<file path="src/rtl/inst_fetch_queue_pkg.sv">
// Shared widths, handshake levels and FSM encoding
// for the prefetching instruction-fetch stage.
package inst_fetch_queue_pkg;

    localparam int ADDR_LEN = 32;
    localparam int INST_LEN = 32;

    localparam logic ENABLE  = 1'b1;
    localparam logic DISABLE = 1'b0;

    localparam logic [31:0] ZERO_WORD = 32'h0;

    typedef enum logic [1:0] {
        IF_IDLE = 2'd0,
        IF_WAIT = 2'd1,
        IF_DROP = 2'd2
    } if_state_t;

endpackage

</file>
<file path="src/rtl/inst_fetch_queue_fetch_fifo.sv">
// Prefetch queue: registered storage of {pc, inst} entries.
// Flush wins over push and pop; pointers wrap naturally.
module fetch_fifo #(
    parameter int DEPTH = 4,
    parameter int WIDTH = 64
) (
    input  logic                       clk_in,
    input  logic                       rst_in,
    input  logic                       push,
    input  logic                       pop,
    input  logic                       flush,
    input  logic [WIDTH-1:0]           din,
    output logic [WIDTH-1:0]           head,
    output logic                       empty,
    output logic                       full,
    output logic [$clog2(DEPTH):0]     count
);

    localparam int PTR_W = $clog2(DEPTH);
    localparam int CNT_W = PTR_W + 1;
    localparam logic [CNT_W-1:0] DEPTH_C = CNT_W'(DEPTH);

    logic [WIDTH-1:0] mem [DEPTH];
    logic [PTR_W-1:0] rd_ptr;
    logic [PTR_W-1:0] wr_ptr;
    logic             do_push;
    logic             do_pop;

    assign empty   = (count == '0);
    assign full    = (count == DEPTH_C);
    assign do_push = push && !flush && (!full || pop);
    assign do_pop  = pop && !flush && !empty;
    assign head    = mem[rd_ptr];

    always_ff @(posedge clk_in) begin
        if (do_push) begin
            mem[wr_ptr] <= din;
        end
    end

    always_ff @(posedge clk_in) begin
        if (rst_in || flush) begin
            rd_ptr <= '0;
            wr_ptr <= '0;
            count  <= '0;
        end else begin
            if (do_push) begin
                wr_ptr <= wr_ptr + PTR_W'(1);
            end
            if (do_pop) begin
                rd_ptr <= rd_ptr + PTR_W'(1);
            end
            count <= count + CNT_W'(do_push) - CNT_W'(do_pop);
        end
    end

endmodule

</file>
<file path="src/rtl/inst_fetch_queue.sv">
// Prefetching fetch stage: one outstanding word request,
// DEPTH-entry queue toward IF_ID, jump flush with stale-drop.
module inst_fetch_queue
    import inst_fetch_queue_pkg::*;
#(
    parameter int              ADDR_W   = ADDR_LEN,
    parameter int              INST_W   = INST_LEN,
    parameter int              DEPTH    = 4,
    parameter logic [ADDR_W-1:0] RESET_PC = '0
) (
    input  logic              clk_in,
    input  logic              rst_in,
    input  logic              rdy_in,
    input  logic              jump_en_i,
    input  logic [ADDR_W-1:0] jump_addr_i,
    input  logic              stall_i,
    output logic              mem_req_o,
    output logic [ADDR_W-1:0] mem_addr_o,
    input  logic              mem_done_i,
    input  logic [INST_W-1:0] mem_data_i,
    output logic              inst_valid_o,
    output logic [INST_W-1:0] inst_o,
    output logic [ADDR_W-1:0] pc_o,
    output logic [ADDR_W-1:0] next_pc_o
);

    localparam int CNT_W = $clog2(DEPTH) + 1;
    localparam int ENT_W = ADDR_W + INST_W;
    localparam logic [CNT_W-1:0] DEPTH_C = CNT_W'(DEPTH);

    if_state_t         state_q;
    if_state_t         state_d;
    logic [ADDR_W-1:0] fetch_pc_q;
    logic [ADDR_W-1:0] fetch_pc_d;
    logic [ADDR_W-1:0] addr_q;
    logic [ADDR_W-1:0] addr_d;

    logic              push;
    logic              pop;
    logic              flush;
    logic              empty;
    logic              full;
    logic [CNT_W-1:0]  count;
    logic [CNT_W-1:0]  count_after;
    logic [ENT_W-1:0]  head;
    logic [ADDR_W-1:0] jump_tgt;
    logic [ADDR_W-1:0] pc_inc;

    assign jump_tgt = {jump_addr_i[ADDR_W-1:2], 2'b00};
    assign pc_inc   = fetch_pc_q + ADDR_W'(4);

    assign pop = !empty && !stall_i && rdy_in && !jump_en_i;

    // Occupancy once the word returning this cycle has landed.
    assign count_after = count + CNT_W'(1) - CNT_W'(pop);

    always_comb begin
        state_d    = state_q;
        fetch_pc_d = fetch_pc_q;
        addr_d     = addr_q;
        push       = DISABLE;
        flush      = DISABLE;
        unique case (state_q)
            IF_IDLE: begin
                if (jump_en_i) begin
                    fetch_pc_d = jump_tgt;
                    flush      = ENABLE;
                end else if (!full) begin
                    state_d = IF_WAIT;
                    addr_d  = fetch_pc_q;
                end
            end
            IF_WAIT: begin
                if (jump_en_i) begin
                    fetch_pc_d = jump_tgt;
                    flush      = ENABLE;
                    state_d    = mem_done_i ? IF_IDLE : IF_DROP;
                end else if (mem_done_i) begin
                    push       = ENABLE;
                    fetch_pc_d = pc_inc;
                    if (count_after < DEPTH_C) begin
                        addr_d = pc_inc;
                    end else begin
                        state_d = IF_IDLE;
                    end
                end
            end
            IF_DROP: begin
                // MEMCTRL cannot abort, so wait out the stale word.
                if (jump_en_i) begin
                    fetch_pc_d = jump_tgt;
                    flush      = ENABLE;
                end
                if (mem_done_i) begin
                    state_d = IF_IDLE;
                end
            end
            default: begin
                state_d = IF_IDLE;
            end
        endcase
    end

    always_ff @(posedge clk_in) begin
        if (rst_in) begin
            state_q    <= IF_IDLE;
            fetch_pc_q <= RESET_PC;
            addr_q     <= '0;
        end else if (rdy_in) begin
            state_q    <= state_d;
            fetch_pc_q <= fetch_pc_d;
            addr_q     <= addr_d;
        end
    end

    fetch_fifo #(
        .DEPTH (DEPTH),
        .WIDTH (ENT_W)
    ) u_fifo (
        .clk_in (clk_in),
        .rst_in (rst_in),
        .push   (push && rdy_in),
        .pop    (pop),
        .flush  (flush && rdy_in),
        .din    ({fetch_pc_q, mem_data_i}),
        .head   (head),
        .empty  (empty),
        .full   (full),
        .count  (count)
    );

    assign mem_req_o    = (state_q != IF_IDLE);
    assign mem_addr_o   = addr_q;
    assign inst_valid_o = !empty;
    assign inst_o       = empty ? '0 : head[INST_W-1:0];
    assign pc_o         = empty ? '0 : head[ENT_W-1:INST_W];
    assign next_pc_o    = empty ? '0 : head[ENT_W-1:INST_W] + ADDR_W'(4);

endmodule

</file>
<file path="config.mk">
export PLATFORM = sky130hd
export DESIGN_NAME = inst_fetch_queue
export DESIGN_NICKNAME = d
export VERILOG_FILES = /design/src/rtl/inst_fetch_queue_pkg.sv /design/src/rtl/inst_fetch_queue_fetch_fifo.sv /design/src/rtl/inst_fetch_queue.sv
export SDC_FILE = /design/constraint.sdc
export NUM_CORES = 1
export LEC_CHECK = 0
export ABC_AREA = 1
export ABC_CLOCK_PERIOD_IN_PS = 6600
export BUFFER_PORTS_ARGS = -buffer_cell sky130_fd_sc_hd__buf_2
export CORE_MARGIN = 2
export CORE_UTILIZATION = 48
export DETAILED_ROUTE_END_ITERATION = 7
export PLACE_DENSITY_LB_ADDON = 0.05
export SYNTH_ARGS = -nofsm -noshare
export SYNTH_HDL_FRONTEND = slang
export SYNTH_SLANG_ARGS = --single-unit
export TNS_END_PERCENT = 10
</file>
<file path="constraint.sdc">
create_clock -name clk_in -period 6.6 [get_ports clk_in]
set_input_delay 0.99 -clock clk_in [delete_from_list [all_inputs] [get_ports clk_in]]
set_output_delay 0.99 -clock clk_in [all_outputs]
set_load 0.05 [all_outputs]
</file>
==> metrics <==
largest net degree at the start of global routing=95; reg2reg path depth=8; Final Slew Violations=0; Starting Density=0.488; #FFs+latches synth=319; reg2reg setup slack=between 3 and 4 ns; Worst VDD drop=about 170 uV; CP arrival=approximately 3.7 ns; DR pass1 iterations=6; Routed Wire Length=~40 mm; Worst Clk Skew=~0.030 ns; layout cell share with drive strength beyond 1=0.146; num rows=65; Compound-Gate Fraction of Synth Area=0.0827; H-tree Lvls=2; Hold Path Stages=2; clk buf depth=3; post-synthesis cell area=15400 um^2; CTS tree=built; Critical Path Sink Type=primary output; mux cell area share after synthesis=0.000648; post-synth top area cell=edfxtp_1; hold path start=u_fifo.rd_ptr[1]$_SDFFE_PP0P_; Max-cap violations=0; leakage=between 7 and 8 nW; routed via count=roughly 13000; post-route cell area=approximately 18000 um^2; area growth from synthesis to layout=15.6%; Die H=183 um; Remaining DRCs=0; slew margin rel.=0.219; Post-Synth XOR/XNOR Area=0.0147; Syn Area/Cell=8.46 um^2; Port Buffers=roughly 190; WL/cell=16.6 um; CTS Hold Bufs=0; Slew @ Worst Pin=about 1.2 ns; post-layout min period=4.69 ns; clock latency on the worst-skew pair=~0.52 ns; number of global-route vias before repair=11600; Tcrit/Tclk final=0.710; routability cong.=~0.96; Net count, final=slightly above 2000; Clock Power Share=0.427; largest family of logic cells by synthesized area=simple AND/OR/NAND/NOR gates; CTS root buf=clkbuf_16; Synth area leaders=edfxtp_1 48%, nand2_1 13%, dfxtp_1 9.2%; Post-synth EDFFs=approximately 250; initial antenna violation count=0; Core Area=31600 um^2; first-pass GRT wire length=62.6 mm; Final Hold Vio Count=0; # clock sinks=about 320; total track usage=0.238; Int Power=between 3 and 4 mW; Min-Delay Path Class=register to register; Antenna Nets Post-Route=0; simple-gate share of the synthesized area=0.262; post-synthesis cell type count=32; worst flop-to-flop path startpoint=state_q[0]$_SDFFE_PP0P_; Post-synth ARST share=0; CTS buffer count=35; post-CTS setup buffer count=0; Synth warnings=0; gr ovfl total=0; Combinational Power Share=0.079; adder and majority gate portion of the synthesized area=0.00778; Post-CTS Resized=0; dpl hpwl=roughly 26 mm; largest fanout on the critical path=60; Seq/Total Area, Yosys=0.574; Sum Neg Setup Slack=0 ns; Req. time, crit path=5.61 ns; final setup vio count=0; chip width=between 150 and 200 um; PD cells=about 260 nW/um^2; kind of critical path=register to primary output; Die ar.=between 30000 and 40000 um^2; synthesized instance count=1827; commonest register cell after synthesis=edfxtp_1; utilization after layout=0.564; Antenna Cells=0; NetSw=1.10 mW; CP Launch Type=register; RSZ-0062 raised after global routing=no; top-area cell type share of the netlist area=0.482; vias per cell=5.21; register share of total power=0.494; maximum achievable frequency=between 200 and 250 MHz; Clock Pin Slew Worst Setup and Hold Paths=about 0.06 ns; Switching Fraction=0.239; Ports=200; Initial DRC Count=about 930; placed inst area=around 17000 um^2; outcome=finished clean
-- per-stage QoR --
step	hold WS (ns)	std cells	power, mW	setup WS (ns)
detailed placement	0.458	2354	2.67	2.46
finish	0.465	2418	4.60	1.91
floorplan	0.436	1832	2.55	1.90
CTS	0.467	2418	4.63	1.91
global placement	0.444	2354	2.67	2.50
global route	0.493	2418	4.76	1.55
-- Yosys cell counts (all sizes together) (4+ instances only) --
master and n:
xor2 20, nand3b 4, nor2 347, a21oi 111, nor3 15, clkbuf 32, xnor2 6, o21ai 133
buf 56, nand3 96, ha 8, dfxtp 71, edfxtp 248, nand2 535, nand4 14, inv 121
-- area by class of cell --
cell class / instances / area [um^2]
clock inverter: 19 / 208
tap: 402 / 503
multi-input combinational: 1304 / 5730
fill: 2886 / 13800
timing repair buffer: 208 / 1120
sequential: 319 / 8870
inverter: 121 / 454
clock buffer: 45 / 966
-- per-layer routing --
metal  global-route usage  routed length, um  vias up
met2                0.366              17700      390
met3               0.0322               2180       82
met4               0.0742               1120        0
li1                     -                  -     6325
met1                0.351              19200     5790
met5                    0                  0        -
-- sequential cells by signal, summed over array words and instances (netlist names), named ones only --
name           count
u_fifo.mem       248
fetch_pc_q        30
mem_addr_o        30
u_fifo.count       3
state_q            2
u_fifo.rd_ptr      2
u_fifo.wr_ptr      2
-- placed cells by master, fill, tap and decap left out, types with 3 or more instances in the layout --
master	Yosys	layout
nand2_1	527	527
clkinv_2	0	7
nor2_4	0	4
ha_1	8	8
clkbuf_16	0	37
nor2_1	333	329
dfxtp_1	71	69
buf_12	0	3
o21ai_0	131	131
xor2_1	20	20
inv_1	119	117
nor2_2	14	14
nand4_1	14	14
nand3_1	95	95
inv_2	2	4
clkbuf_1	32	7
buf_4	11	14
nor3_1	15	15
xnor2_1	6	6
nand2_2	8	8
conb_1	1	6
a21oi_1	111	111
buf_2	27	191
nand3b_1	4	4
bufinv_16	0	4
edfxtp_1	248	248
clkinv_1	0	5
-- critical path: stages (launching register included) --
cell	delay [ns]
dfxtp_4	0.47
inv_2	0.45
buf_4	0.60
nand2_1	0.14
nand3_1	0.11
nand2_1	0.12
nor2_1	0.15
nand2_1	0.10
nor2_2	0.28
nand4_1	0.13
nand2_1	0.08
nand2_1	0.06
nor2_1	0.16
buf_2	0.29
-- cell families (layout without fill, tap and decap cells) --
group | Yosys count | count (layout)
compound gates | 251 | 251
xor+xnor | 26 | 26
fa+ha+maj | 9 | 9
buf+inv | 209 | 393
flops | 319 | 319
mux | 1 | 1
other cells | 1 | 6
simple gates | 1011 | 1011
-- power by group through the flow --
stage               logic, mW  registers, mW  clock network [mW]
floorplan               0.200           2.35                   0
global placement        0.358           2.31                   0
detailed placement      0.361           2.31                   0
CTS                     0.363           2.27                2.00
global route            0.397           2.28                2.08
finish                  0.364           2.27                1.96
-- path summary, 6_finish.rpt --
check | endpoint
min reg2reg | register
min | register
max reg2reg | u_fifo.mem[1][37]$_DFFE_PP_
max | next_pc_o[20]
No activity file was read; power rests on OpenSTA's default activity.
